<file path="config.mk">
export PLATFORM = sky130hd
export DESIGN_NAME = hazard_scoreboard
export DESIGN_NICKNAME = d
export VERILOG_FILES = /design/src/rtl/hazard_scoreboard.sv
export SDC_FILE = /design/constraint.sdc
export NUM_CORES = 1
export LEC_CHECK = 0
export CAP_MARGIN = 0
export CORE_ASPECT_RATIO = 1.4
export CORE_MARGIN = 2
export CORE_UTILIZATION = 35
export DETAILED_ROUTE_END_ITERATION = 6
export PLACE_DENSITY = 0.62
export SYNTH_ARGS = -nofsm -noshare
export SYNTH_HDL_FRONTEND = slang
export SYNTH_SLANG_ARGS = --single-unit
</file>
<file path="constraint.sdc">
create_clock -name clk_i -period 16.9 [get_ports clk_i]
set_input_delay 4.225 -clock clk_i [delete_from_list [all_inputs] [get_ports clk_i]]
set_output_delay 4.225 -clock clk_i [all_outputs]
set_load 0.02 [all_outputs]
</file>
<file path="src/rtl/hazard_scoreboard.sv">
// Issue-stage hazard scoreboard: per-register countdown for RAW/WAW,
// mult/div busy countdown for structural hazards, saturating stall counter.
module hazard_scoreboard #(
  parameter int NUM_REGS = 32,
  parameter int REG_BITS = 5,
  parameter int MAX_LAT  = 40,
  parameter int LAT_BITS = 6,
  parameter int ZERO_REG = 1
) (
  input  logic                clk_i,
  input  logic                rst_i,
  input  logic                d_valid_i,
  input  logic [REG_BITS-1:0] d_src_a_i,
  input  logic [REG_BITS-1:0] d_src_b_i,
  input  logic                d_use_a_i,
  input  logic                d_use_b_i,
  input  logic [REG_BITS-1:0] d_dest_i,
  input  logic                d_writes_i,
  input  logic [LAT_BITS-1:0] d_lat_i,
  input  logic                d_mdu_i,
  input  logic                flush_i,
  output logic                stall_o,
  output logic [2:0]          stall_cause_o,
  output logic [NUM_REGS-1:0] pending_o,
  output logic [31:0]         stall_cycles_o
);

  logic [LAT_BITS-1:0] cnt_q [NUM_REGS];
  logic [LAT_BITS-1:0] cnt_d [NUM_REGS];
  logic [LAT_BITS-1:0] mdu_q, mdu_d;
  logic [31:0]         sc_q, sc_d;

  logic [LAT_BITS-1:0] cnt_a, cnt_b, cnt_w;
  logic [LAT_BITS-1:0] lat_eff, lat_m1;
  logic                raw, waw, strc, act, issue;
  logic                ok_a, ok_b, ok_w;

  // Untracked indices (r0 with ZERO_REG, or beyond NUM_REGS) read as idle.
  assign ok_a = !(ZERO_REG != 0 && d_src_a_i == '0)
             && (32'(d_src_a_i) < 32'(NUM_REGS));
  assign ok_b = !(ZERO_REG != 0 && d_src_b_i == '0)
             && (32'(d_src_b_i) < 32'(NUM_REGS));
  assign ok_w = !(ZERO_REG != 0 && d_dest_i == '0)
             && (32'(d_dest_i) < 32'(NUM_REGS));

  always_comb begin
    cnt_a = '0;
    cnt_b = '0;
    cnt_w = '0;
    if (ok_a) cnt_a = cnt_q[d_src_a_i];
    if (ok_b) cnt_b = cnt_q[d_src_b_i];
    if (ok_w) cnt_w = cnt_q[d_dest_i];
  end

  always_comb begin
    lat_eff = d_lat_i;
    if (d_lat_i == '0)
      lat_eff = LAT_BITS'(1);
    else if (d_lat_i > LAT_BITS'(MAX_LAT))
      lat_eff = LAT_BITS'(MAX_LAT);
  end

  assign lat_m1 = lat_eff - LAT_BITS'(1);

  assign raw  = (d_use_a_i && cnt_a != '0)
             || (d_use_b_i && cnt_b != '0);
  assign waw  = d_writes_i && (cnt_w > lat_m1);
  assign strc = d_mdu_i && (mdu_q != '0);
  assign act  = d_valid_i && !flush_i && !rst_i;

  assign stall_cause_o = act ? {strc, waw, raw} : 3'b000;
  assign stall_o       = |stall_cause_o;
  assign issue         = d_valid_i && !flush_i && !stall_o;

  // Issue load overrides the per-cycle decrement of the same entry.
  always_comb begin
    for (int r = 0; r < NUM_REGS; r++) begin
      cnt_d[r] = (cnt_q[r] != '0) ? cnt_q[r] - LAT_BITS'(1) : '0;
      if (issue && d_writes_i && ok_w
          && d_dest_i == REG_BITS'(r))
        cnt_d[r] = lat_m1;
    end
    mdu_d = (mdu_q != '0) ? mdu_q - LAT_BITS'(1) : '0;
    if (issue && d_mdu_i) mdu_d = lat_m1;
    sc_d = sc_q;
    if (stall_o && sc_q != '1) sc_d = sc_q + 32'd1;
  end

  always_ff @(posedge clk_i or posedge rst_i) begin
    if (rst_i) begin
      for (int r = 0; r < NUM_REGS; r++) cnt_q[r] <= '0;
      mdu_q <= '0;
      sc_q  <= '0;
    end else begin
      for (int r = 0; r < NUM_REGS; r++) cnt_q[r] <= cnt_d[r];
      mdu_q <= mdu_d;
      sc_q  <= sc_d;
    end
  end

  always_comb begin
    for (int r = 0; r < NUM_REGS; r++)
      pending_o[r] = (cnt_q[r] != '0);
  end

  assign stall_cycles_o = sc_q;

endmodule

</file>
## Word-level counts from Yosys, hierarchy flattened

Index checks and enable logic that the tools add are counted.

| storage, ports and cells | value |
|---|---|
| bits in registers | 230 |
| latch bits | 0 |
| bits in writable memories | 0 |
| ROM bits | 0 |
| input port bits | 29 |
| output and inout bits | 68 |
| logic and storage cells | 278 |
| memories kept | 0 |

| cells by class | value |
|---|---|
| add/subtract/negate cells | 35 |
| multipliers | 0 |
| divide/modulo/power cells | 0 |
| order comparisons | 5 |
| eq/ne operators | 32 |
| shift operators | 0 |
| mux-type cells | 81 |
| bitwise gates (word level) | 3 |
| reductions and logical operators | 88 |

Operator list:

| cell | number |
|---|---|
| 6-bit two-way mux | 77 |
| 6-bit nonzero test | 35 |
| 6-bit by 1-bit subtractor with 6-bit output (second input constant) | 34 |
| 6-bit binary-select mux with 5-bit select | 3 |
| 5-bit equality test (second input constant) | 16 |
| 1-bit logical AND | 43 |
| 5-bit by 4-bit equality test with 1-bit output (second input constant) | 8 |
| 32-bit by 1-bit adder with 32-bit output (second input constant) | 1 |
| 32-bit != test (second input constant) | 1 |
| 5-bit by 3-bit equality test with 1-bit output (second input constant) | 4 |
| 6-bit >= comparator (second input constant) | 3 |
| 5-bit inverter with 6-bit output | 3 |
| 5-bit logical NOT | 3 |
| 5-bit by 2-bit equality test with 1-bit output (second input constant) | 2 |
| 6-bit greater-than comparator | 1 |
| 6-bit greater-than comparator (second input constant) | 1 |
| 6-bit logical NOT | 1 |
| 5-bit by 1-bit equality test with 1-bit output (second input constant) | 1 |
| 1-bit logical NOT | 4 |
| 3-bit two-way mux | 1 |
| 3-bit OR reduction | 1 |
| 1-bit logical OR | 1 |

## Depth between registers and ports, before layout

| depth | value |
|---|---|
| depth after elaboration | 16 |
| mapped depth | 18 |
| gate-level depth less buffers | 16 |

## Least setup slack after synthesis

Ideal clock, no wire load.

| timing | value |
|---|---|
| path kind | input to output |
| start point | input port rst_i |
| end point | output port stall_o |
| arrival time | 10754 ps |
| required time | 12675 ps |
| slack | 1921 ps |
| cell stages on the path | 7 |
| buffers on the path | 1 |
| cell sequence | inv_1 -> and2_1 -> nand2_1 -> o32ai_1 -> nor3_2 -> buf_4 -> inv_4 |

| on the way | value |
|---|---|
| cells in the longest elaborated chain, start to end | 4 |

Ends and longest elaborated chain:

| element | line | source |
|---|---|---|
| from (decl) | 11 | `input logic rst_i,` |
| 1-bit logical NOT (no line) | - |  |
| 1-bit logical AND | 69 | `assign act = d_valid_i && !flush_i && !rst_i;` |
| 3-bit two-way mux | 71 | `assign stall_cause_o = act ? {strc, waw, raw} : 3'b000;` |
| named net stall_cause_o[0] | 23 | `output logic [2:0] stall_cause_o,` |
| 3-bit OR reduction | 72 | `assign stall_o = \|stall_cause_o;` |
| to (decl) | 22 | `output logic stall_o,` |

The timed path passes the listed nets, and every way through them passes these cells.

## Worst setup path in the final report

| timing | value |
|---|---|
| start point | input port d_lat_i[1] |
| end point | output port stall_o |

| on the way | value |
|---|---|
| cells in the longest elaborated chain, start to end | 8 |
| elaborated cells on any way between the ends | 9 |
| classes of those cells | add/sub (1); order compare (2); mux (3); reduce/logical (3) |

Ends and longest elaborated chain:

| element | line | source |
|---|---|---|
| from (decl) | 19 | `input logic [LAT_BITS-1:0] d_lat_i,` |
| 6-bit greater-than comparator | 59 | `else if (d_lat_i > LAT_BITS'(MAX_LAT))` |
| 6-bit two-way mux | 59 |  |
| 6-bit two-way mux * | 57 | `if (d_lat_i == '0)` |
| 6-bit by 1-bit subtractor with 6-bit output * | 63 | `assign lat_m1 = lat_eff - LAT_BITS'(1);` |
| 6-bit greater-than comparator * | 67 | `assign waw = d_writes_i && (cnt_w > lat_m1);` |
| 1-bit logical AND * | 67 |  |
| 3-bit two-way mux * | 71 |  |
| 3-bit OR reduction * | 72 |  |

Every way passes the cells marked *; elsewhere a longest branch is shown, timed or not.

==> impl_results.md <==
- Final Max Tran Viols: 0
- Cell Pwr Density: around 170 nW/um2
- IO Port Bufs: 96
- CTS Buffer Depth: 3
- Final worst setup slack: around 2.5 ns
- DIE WIDTH: 183.5 um
- Drt initial violations: between 900 and 1000
- Unrepaired setup endpoints after global routing: false
- Area growth syn-to-layout: 15.18%
- Global route overflow: 0
- Final Skew: between 0.015 and 0.02 ns
- Sw Ratio: between 40% and 50%
- Die height: around 260 um
- Gr usage total: 20.95%
- # DRC: 0
- Synth Register Bits: between 200 and 250
- Vias in the first global route: between 10000 and 15000
- Startpoint Class: input pin
- Max-cap viol count: 0
- Initial Util: between 30% and 40%
- CTS buffer count: 26
- Clock power share: 18.9%
- CTS tree: done
- Setup TNS: 0 ns
- Hpwl dp: around 34000 um
- Worst hold path class: register to register
- Vias per cell: 5.867
- Relative slew margins: 31.95%
- Multi-input logic area: 9414 um2
- Register area share after synthesis: around 36%
- Internal cell power: around 1.8 mW
- Num rows: 92
- P_leak: ~8.2 nW
- Worst-path fanout max: 57
- Fin crit period: between 10 and 15 ns
- Synthesized cell area: about 16000 um2
- Post-CTS setup repair buffer count: 0
- Antenna cell count: 0
- Die ar.: between 40000 and 50000 um2
- Ys Warns: 0
- Num ports: 97
- Fillers: around 4300
- Pre-CTS setup slack: 2.609 ns
- Final GP Congestion: 0.9335
- Final Cycle Share: a little under nine tenths
- Logic gate share of total power: 43.6%
- Clk slew on worst S/H paths: around 0.06 ns
- Syn Nets: ~1700
- Ys async rst share: 100.0%
- Slew @ Worst Pin: 1.021 ns
- Yosys cell types: 71
- Max VDD drop: between 0.09 and 0.1 mV
- WL per Instance: 21.87 um
- Layout cell share with drive strength beyond 1: about 11%
- Syn Area/Cell: ~9.9 um2
- Initial antenna violation count: 1
- Detail Route Antenna Nets: 0
- Worst endpoint data arrival time: between 10 and 15 ns
- Post-Synthesis Cells: about 1600
- FF+latch area: 5756 um2
- Seq pwr share: 37.5%
- Pin count of the biggest net entering global routing: 63
- Global-route wire length before repair: ~76000 um
- Number of synthesized flops with an enable pin: 0
- Outcome: finished clean
- Setup slack, reg-to-reg: 12.30 ns
- WP data required: 12.68 ns
- Crit path kind: input pin to output port
- Sw Pwr: around 1.3 mW
- Most frequent cells in the layout: dfrtp_1 (230), mux2i_1 (215), nand2_1 (154)
- Final nets: 1736
- Routed WL: between 40000 and 50000 um
- Commonest non-fill, non-tap cell in the layout: dfrtp_1
- Final number of setup-violating endpoints: 0
- Hold Buf Count CTS: 0
- Post-CTS sizing: 0
- CTS H-tree lvls: 1
- Main synth FF type: dfrtp_1
- Final hold violation count: 0
- Clock Tree Root: clkbuf_16
- Max frequency: between 0.06 and 0.07 GHz
- Core Region: about 45000 um2
- Clock latency on the worst-skew pair: 0.56 ns
- Clk sinks: 230
- Total number of vias: around 13000
- Setup crit end kind: output port
- Drt pass-1 iters: 6
-- flip-flops by register name, indices dropped and copies added (netlist names) --
| register | count |
|---|---|
| cnt_q | 192 |
| mdu_q | 6 |
| stall_cycles_o | 32 |
-- power groups by stage --
stage,Sequential [mW],Clock (mW),Combinational (mW)
after CTS,1.15,0.603,1.36
after detailed placement,1.16,0,1.35
after floorplan,1.04,0,1.05
after global routing,1.20,0.624,1.52
final,1.17,0.590,1.36
after global placement,1.16,0,1.31
-- cells in the mapped netlist (6+ instances only) --
cell / number / area share (%)
nand3_1: 44 / 1.4
mux4_2: 70 / 10
o31a_1: 9 / 0.50
dfrtp_1: 230 / 36
nor2b_1: 12 / 0.48
nand2b_1: 49 / 1.9
nand4_1: 15 / 0.59
ha_1: 41 / 3.3
buf_2: 21 / 0.67
a21oi_1: 73 / 2.3
clkbuf_1: 43 / 1.0
a31oi_1: 8 / 0.32
or3_1: 6 / 0.24
xor2_1: 72 / 4.0
mux2_2: 17 / 1.2
buf_1: 10 / 0.24
nor3_1: 72 / 2.3
and3_1: 18 / 0.71
o21ai_0: 20 / 0.63
nand3_2: 6 / 0.38
nand2_1: 154 / 3.7
a211oi_1: 7 / 0.33
nor3b_1: 37 / 1.8
mux2i_1: 215 / 14
nor4_1: 37 / 1.5
nor2_1: 133 / 3.2
inv_1: 84 / 2.0
o31ai_1: 9 / 0.43
-- worst paths after layout --
path | start | endpoint | cells after the start
setup / recovery | d_lat_i[1] | stall_o | 17
hold / removal | stall_cycles_o[4]$_DFFE_PP0P_ | stall_cycles_o[4]$_DFFE_PP0P_ | 1
setup reg to reg | cnt_q[53]$_DFF_PP0_ | cnt_q[169]$_DFF_PP0_ | 13
hold reg to reg | stall_cycles_o[4]$_DFFE_PP0P_ | stall_cycles_o[4]$_DFFE_PP0P_ | 1
max in group asynchronous | rst_i | cnt_q[23]$_DFF_PP0_ | 4
min in group asynchronous | rst_i | cnt_q[111]$_DFF_PP0_ | 2
-- kinds of logic (layout without fill, tap and decap cells) --
logic type                 count (synthesis)  count (layout)  share of synthesized area, %
adders and majority gates                 41              41                         3.250
buffers and inverters                    166             247                         4.249
AOI/OAI and AO/OA                        159             159                         6.255
xor gates and xnor gates                  74              74                         4.106
and+or+nand+nor                          630             630                         20.84
DFF                                      230             230                         36.46
muxes                                    302             302                         24.84
-- worst max-delay path, cell delays in order --
cell             delay, ns
clkdlybuf4s50_1       0.45
or4_1                 0.62
o21ai_2               0.15
buf_4                 0.43
clkinv_1              0.61
ha_1                  0.48
nand2_1               0.09
mux2_2                0.32
buf_4                 0.28
ha_1                  0.38
nor2b_1               0.13
o21ai_0               0.15
a21oi_1               0.15
nor3_4                0.17
buf_4                 0.60
inv_4                 0.22
clkdlybuf4s50_1       0.60
-- stage by stage --
| stage | area [um2] | hold slack [ns] | total power [mW] | util [%] | cells |
|---|---|---|---|---|---|
| 6_report | 18180 | 0.4909 | 3.114 | 40.60 | 2247 |
| 5_1_grt | 18180 | 0.5076 | 3.346 | 40.60 | 2247 |
| 4_1_cts | 18180 | 0.4916 | 3.116 | 40.60 | 2247 |
| 3_5_place_dp | 17300 | 0.4745 | 2.510 | 38.64 | 2202 |
| 3_3_place_gp | 17300 | 0.4731 | 2.461 | 38.64 | 2202 |
| 2_1_floorplan | 15780 | 0.4875 | 2.084 | - | 1602 |
-- final cells by class --
| cell class | instances | share of cell area (%) |
|---|---|---|
| Clock buffer | 38 | 4.329 |
| Clock inverter | 7 | 0.4955 |
| Inverter | 87 | 1.851 |
| Multi-Input combinational cell | 1206 | 51.78 |
| Sequential cell | 230 | 31.66 |
| Tap cell | 564 | 3.882 |
| Timing Repair Buffer | 115 | 6.001 |
-- per-layer routing --
layer	GRT usage [%]	part of all wire, %	wire (um)	vias up
li1	-	-	-	5935
met3	3.543	6.9	3381	158
met1	25.43	39	19240	6513
met2	35.33	48	23610	575
met5	0	0.024	12	-
met4	11.73	5.9	2887	2
No activity file was read; power rests on OpenSTA's default activity.
